==> src/rtl/dmem_arbiter.sv <==
// dmem_arbiter
//   Shares one single-port synchronous data memory between the CPU
//   execute/memory stage and a host/debug port. The CPU normally wins
//   when both request. A saturating wait counter lets a starved host win
//   one cycle. A halt mode (RUN -> DRAIN -> HALTED) gives the host
//   exclusive use of the memory while the CPU is frozen.
//
// Ports
//   clk, rst          clock, synchronous active-high reset
//   cpu_req/we/addr/wdata    CPU access request, store flag, address, store data
//   cpu_stall         CPU request not serviced this cycle
//   cpu_rdata/rvalid  CPU load data, valid for one cycle
//   host_req/we/addr/wdata   host access request, write flag, address, write data
//   host_ack          host access accepted this cycle
//   host_rdata/rvalid host read data, valid for one cycle
//   host_halt         host asks for the CPU to be frozen
//   halted            CPU frozen; host owns memory exclusively
//   mem_en/we/addr/wdata     memory control pins (zero when idle)
//   mem_rdata         memory read data, one cycle after a read

module dmem_arbiter #(
  parameter int ADDR_W        = 14,
  parameter int DATA_W        = 32,
  parameter int HOST_WAIT_MAX = 8
) (
  input  logic              clk,
  input  logic              rst,
  input  logic              cpu_req,
  input  logic              cpu_we,
  input  logic [ADDR_W-1:0] cpu_addr,
  input  logic [DATA_W-1:0] cpu_wdata,
  output logic              cpu_stall,
  output logic [DATA_W-1:0] cpu_rdata,
  output logic              cpu_rvalid,
  input  logic              host_req,
  input  logic              host_we,
  input  logic [ADDR_W-1:0] host_addr,
  input  logic [DATA_W-1:0] host_wdata,
  output logic              host_ack,
  output logic [DATA_W-1:0] host_rdata,
  output logic              host_rvalid,
  input  logic              host_halt,
  output logic              halted,
  output logic              mem_en,
  output logic              mem_we,
  output logic [ADDR_W-1:0] mem_addr,
  output logic [DATA_W-1:0] mem_wdata,
  input  logic [DATA_W-1:0] mem_rdata
);

  typedef enum logic [1:0] {
    ST_RUN,
    ST_DRAIN,
    ST_HALTED
  } state_t;

  typedef enum logic [1:0] {
    OWN_NONE,
    OWN_CPU,
    OWN_HOST
  } owner_t;

  localparam logic [7:0] WAIT_MAX = 8'(HOST_WAIT_MAX);

  state_t     state;
  state_t     state_next;
  owner_t     rd_owner;
  owner_t     rd_owner_next;
  logic [7:0] wait_cnt;
  logic [7:0] wait_next;
  logic       cpu_gnt;
  logic       host_gnt;

  // Grant decision. Outside RUN the CPU is locked out entirely, so the
  // host simply wins whenever it asks.
  always_comb begin
    cpu_gnt  = 1'b0;
    host_gnt = 1'b0;
    case (state)
      ST_RUN: begin
        if (cpu_req && !(host_req && (wait_cnt == WAIT_MAX))) begin
          cpu_gnt = 1'b1;
        end else if (host_req) begin
          host_gnt = 1'b1;
        end
      end
      default: begin
        host_gnt = host_req;
      end
    endcase
  end

  // Memory pins follow the winner and are forced to zero when idle, so
  // the two requesters can never be merged into one access.
  always_comb begin
    mem_en    = cpu_gnt | host_gnt;
    mem_we    = 1'b0;
    mem_addr  = '0;
    mem_wdata = '0;
    if (cpu_gnt) begin
      mem_we    = cpu_we;
      mem_addr  = cpu_addr;
      mem_wdata = cpu_wdata;
    end else if (host_gnt) begin
      mem_we    = host_we;
      mem_addr  = host_addr;
      mem_wdata = host_wdata;
    end
  end

  assign cpu_stall = cpu_req & ~cpu_gnt;
  assign host_ack  = host_gnt;

  // Starvation counter: counts consecutive denied host cycles and
  // saturates at the limit. It is held at zero outside RUN because the
  // host can't be denied there.
  always_comb begin
    wait_next = '0;
    if ((state == ST_RUN) && host_req && !host_gnt) begin
      if (wait_cnt < WAIT_MAX) begin
        wait_next = wait_cnt + 8'd1;
      end else begin
        wait_next = wait_cnt;
      end
    end
  end

  // Halt sequencing. DRAIN lasts exactly one cycle so a CPU read issued
  // in the last RUN cycle still returns its data before halted rises.
  always_comb begin
    state_next = state;
    case (state)
      ST_RUN:    state_next = host_halt ? ST_DRAIN : ST_RUN;
      ST_DRAIN:  state_next = ST_HALTED;
      ST_HALTED: state_next = host_halt ? ST_HALTED : ST_RUN;
      default:   state_next = ST_RUN;
    endcase
  end

  // Remember who issued this cycle's read so the returning data can be
  // steered to the right requester on the next cycle.
  always_comb begin
    rd_owner_next = OWN_NONE;
    if (mem_en && !mem_we) begin
      rd_owner_next = cpu_gnt ? OWN_CPU : OWN_HOST;
    end
  end

  // Reset deliberately discards any read in flight.
  always_ff @(posedge clk) begin
    if (rst) begin
      state    <= ST_RUN;
      wait_cnt <= '0;
      rd_owner <= OWN_NONE;
    end else begin
      state    <= state_next;
      wait_cnt <= wait_next;
      rd_owner <= rd_owner_next;
    end
  end

  assign cpu_rvalid  = (rd_owner == OWN_CPU);
  assign host_rvalid = (rd_owner == OWN_HOST);
  assign cpu_rdata   = mem_rdata;
  assign host_rdata  = mem_rdata;
  assign halted      = (state == ST_HALTED);

endmodule

==> config.mk <==
export PLATFORM = sky130hd
export DESIGN_NAME = dmem_arbiter
export DESIGN_NICKNAME = d
export VERILOG_FILES = /design/src/rtl/dmem_arbiter.sv
export SDC_FILE = /design/constraint.sdc
export NUM_CORES = 1
export LEC_CHECK = 0
export CORE_AREA = 2 2 97 99
export DETAILED_ROUTE_END_ITERATION = 6
export DIE_AREA = 0 0 99 101
export HOLD_SLACK_MARGIN = 0.08
export PLACE_DENSITY = 0.7
export SLEW_MARGIN = 30
export SYNTH_ARGS = -nofsm -noshare
export SYNTH_HDL_FRONTEND = slang
export SYNTH_SLANG_ARGS = --single-unit
==> constraint.sdc <==
create_clock -name clk -period 2.4 [get_ports clk]
set_input_delay 0.24 -clock clk [delete_from_list [all_inputs] [get_ports clk]]
set_output_delay 0.24 -clock clk [all_outputs]
set_load 0.03 [all_outputs]
==> reports/results.ini <==
[cells_and_area]
area_delta_synth_final_pct = 67.2
final.fill_count = 932
nets = 496
drive_gt1_frac = 0.199
stdcell_area_sq_um = 3180
fin_cells = 473
n_antenna_cell = 0

[power]
p_total_mw = 1.14
p_leak_nw = 1.65
vdd_ir_drop_max_mv = 0.146
cellPowerDensity_nw_per_um2 = 360

[clock_tree]
numCtsBuffers = 3
htreeDepth = 1
insertion_delay_ps = 240
clock-root-buffer = clkbuf_8
clkTransAtPathRegs_ps = 50
cts_sinks = 12
cts_tree = built
clockBufferDepth = 2

[floorplan]
rows = 35
initial_core_util = 0.212
dieArea_sq_um = 10000
dieWidth_um = 99
io_pins = 248
die_h_um = 101
core_area_sq_um = 8980

[critical_path]
rr_endpoint = wait_cnt[3]$_SDFFE_PP0N_
critPathMaxFanout = 12
path_class = flop to output port
regToRegSetupSlack_ps = 440
worstSetupStartpointType = flop
cp.required_ps = 2160
cp-end-kind = output port
rr_startpoint = wait_cnt[7]$_SDFFE_PP0N_
worstPathArrival_ps = 2130
reg2regPathDepth = 5

[logic_synthesis]
ys_types = 28
yosysWarnings = 0
ys_seq_area_frac = 0.126
syn-num-nets = 406
ys_seq_elements = 12
synth_top_area_share = 0.253
ys_top_cells_by_area = buf_4 (25%), mux2i_1 (25%), dfxtp_1 (13%)
synthCells = 273
postSynthAreaPerCell_sq_um = 6.96
synth.cell_area_sq_um = 1900
yosys.area.top_type = buf_4

[routing]
viasPerCell = 4.00
wl_per_cell_um = 13.7
firstDrtPassIters = 2
ant_nets = 0
finalWirelength_um = 6500
drt_iter0_drc = 33
drc = 0
num_vias = 1893

[global_route]
antenna_found_initial = 0
grt_pass1_vias = 1863
grt_pass1_wl_um = 9430
grt_max_degree = 30
track_usage = 0.116
overflow = 0

[worst_hold_path]
hp-start = wait_cnt[4]$_SDFFE_PP0N_
holdPathStages = 2
hold_path_class = flop to flop
whs_endpoint = wait_cnt[4]$_SDFFE_PP0N_

[placed_design]
gp_congestion = 0.784
dpl_cell_area_sq_um = 2980
hpwl_um = 5470
port_buffers = 151
dp_cells = 463

[sta]
slew_violations = 0
rsz0062_at_grt = true
period_share = 0.987
fmax_ghz = 0.422
worst_slew_pin_slew_ps = 647
slew_headroom = 0.568
fin_crit_ps = 2370
fin_skew_ps = 4.89
hold_viol_final = 0
setup_violations = 0

[outcome]
outcome = finished clean

[run]
drv_cap = 0

-- cell usage in the layout (no fill, tap or decap) --
master           count
nand2b_1             3
nand4b_1             1
nor2b_1              4
nand4_1              1
o211ai_4             1
and2_1               2
clkbuf_8             4
dfxtp_1             12
clkdlybuf4s50_1    100
nand2_1             47
and3b_1              1
bufbuf_16            2
inv_1               54
o21ai_0              3
or4_4                1
buf_12               8
mux2i_4              1
mux2i_1             41
buf_4               49
nand3_1              2
o2111ai_1            1
or3_1                1
mux2i_2              5
ha_1                 2
a21oi_1              5
dlymetal6s2s_1       1
nor2_1               5
buf_2                1
nor3_1               1
nand3b_1             1
nor4b_1              1
nor4_1               1
-- flip-flops by register name (all words and copies together) (netlist names) --
register / flops
state: 2
rd_owner: 2
wait_cnt: 8
-- cell usage after synthesis --
master	instances
buf_4	64
inv_1	54
mux2i_1	47
nand2_1	47
dfxtp_1	12
a21oi_1	5
buf_6	5
clkbuf_1	5
nor2_1	5
nor2b_1	4
nand2b_1	3
o21ai_0	3
and2_1	2
ha_1	2
nand3_1	2
and3b_1	1
buf_1	1
buf_2	1
nand3b_1	1
nand4_1	1
nand4b_1	1
nor3_1	1
nor4_1	1
nor4b_1	1
o2111ai_1	1
o211ai_4	1
or3_1	1
or4_1	1
-- kinds of logic after synthesis --
kind of cell,synth area share
compound gates,0.0369
fa+ha+maj,0.0132
buf+inv,0.404
flops,0.126
mux,0.248
simple gates,0.172
-- per-layer routing --
metal	GRT usage	routed length, um	up-vias
li1	-	-	950
met1	0.120	2260	827
met2	0.239	3690	108
met3	0.0326	514	8
met4	0.0116	38	0
met5	0	0	-
-- cell type report --
cell class                 count  area (sq um)  area share
timing repair buffer         161          1610       0.507
multi-input combinational    131           927       0.292
sequential                    12           240      0.0756
inverter                      54           203      0.0638
tap                          111           139      0.0437
clock buffer                   4          55.1      0.0173
-- critical path: stages, from the launching register on --
cell	delay, ps
dfxtp_1	320
or4_4	560
o211ai_4	200
buf_12	150
bufbuf_16	280
mux2i_1	200
buf_4	180
-- worst max path at each step --
stage / from / endpoint / cells after the start
4_1_cts: wait_cnt[4]$_SDFFE_PP0N_ / mem_wdata[31] / 6
3_5_place_dp: wait_cnt[4]$_SDFFE_PP0N_ / mem_wdata[21] / 5
5_1_grt: wait_cnt[7]$_SDFFE_PP0N_ / mem_addr[11] / 6
3_3_place_gp: wait_cnt[4]$_SDFFE_PP0N_ / mem_wdata[16] / 5
6_report: wait_cnt[7]$_SDFFE_PP0N_ / mem_wdata[10] / 6
2_1_floorplan: wait_cnt[4]$_SDFFE_PP0N_ / mem_addr[0] / 5
-- power by group --
part,switching [mW],internal [mW]
sequential,0.00341,0.204
combinational,0.342,0.378
clock,0.0715,0.145
total,0.417,0.726
-- timing repair --
item                                    in CTS  in global routing
buffers inserted                             1                  3
hold buffers                                 0                  0
resized for setup                            6                  3
cloned                                       2                  0
endpoints found under the setup margin      47                 32
pin swaps                                    1                  1
-- stage by stage --
step / TNS [ps] / hold WS, ps / setup slack [ps] / utilization
3_3_place_gp: 0 / 432 / 180 / 0.331
6_report: 0 / 447 / 30.5 / 0.354
3_5_place_dp: 0 / 437 / 91.1 / 0.331
4_1_cts: -6.12 / 450 / -1.91 / 0.350
2_1_floorplan: 0 / 309 / 138 / -
5_1_grt: -844 / 480 / -64.0 / 0.354
Note: power is estimated with default switching activity, not from simulation.
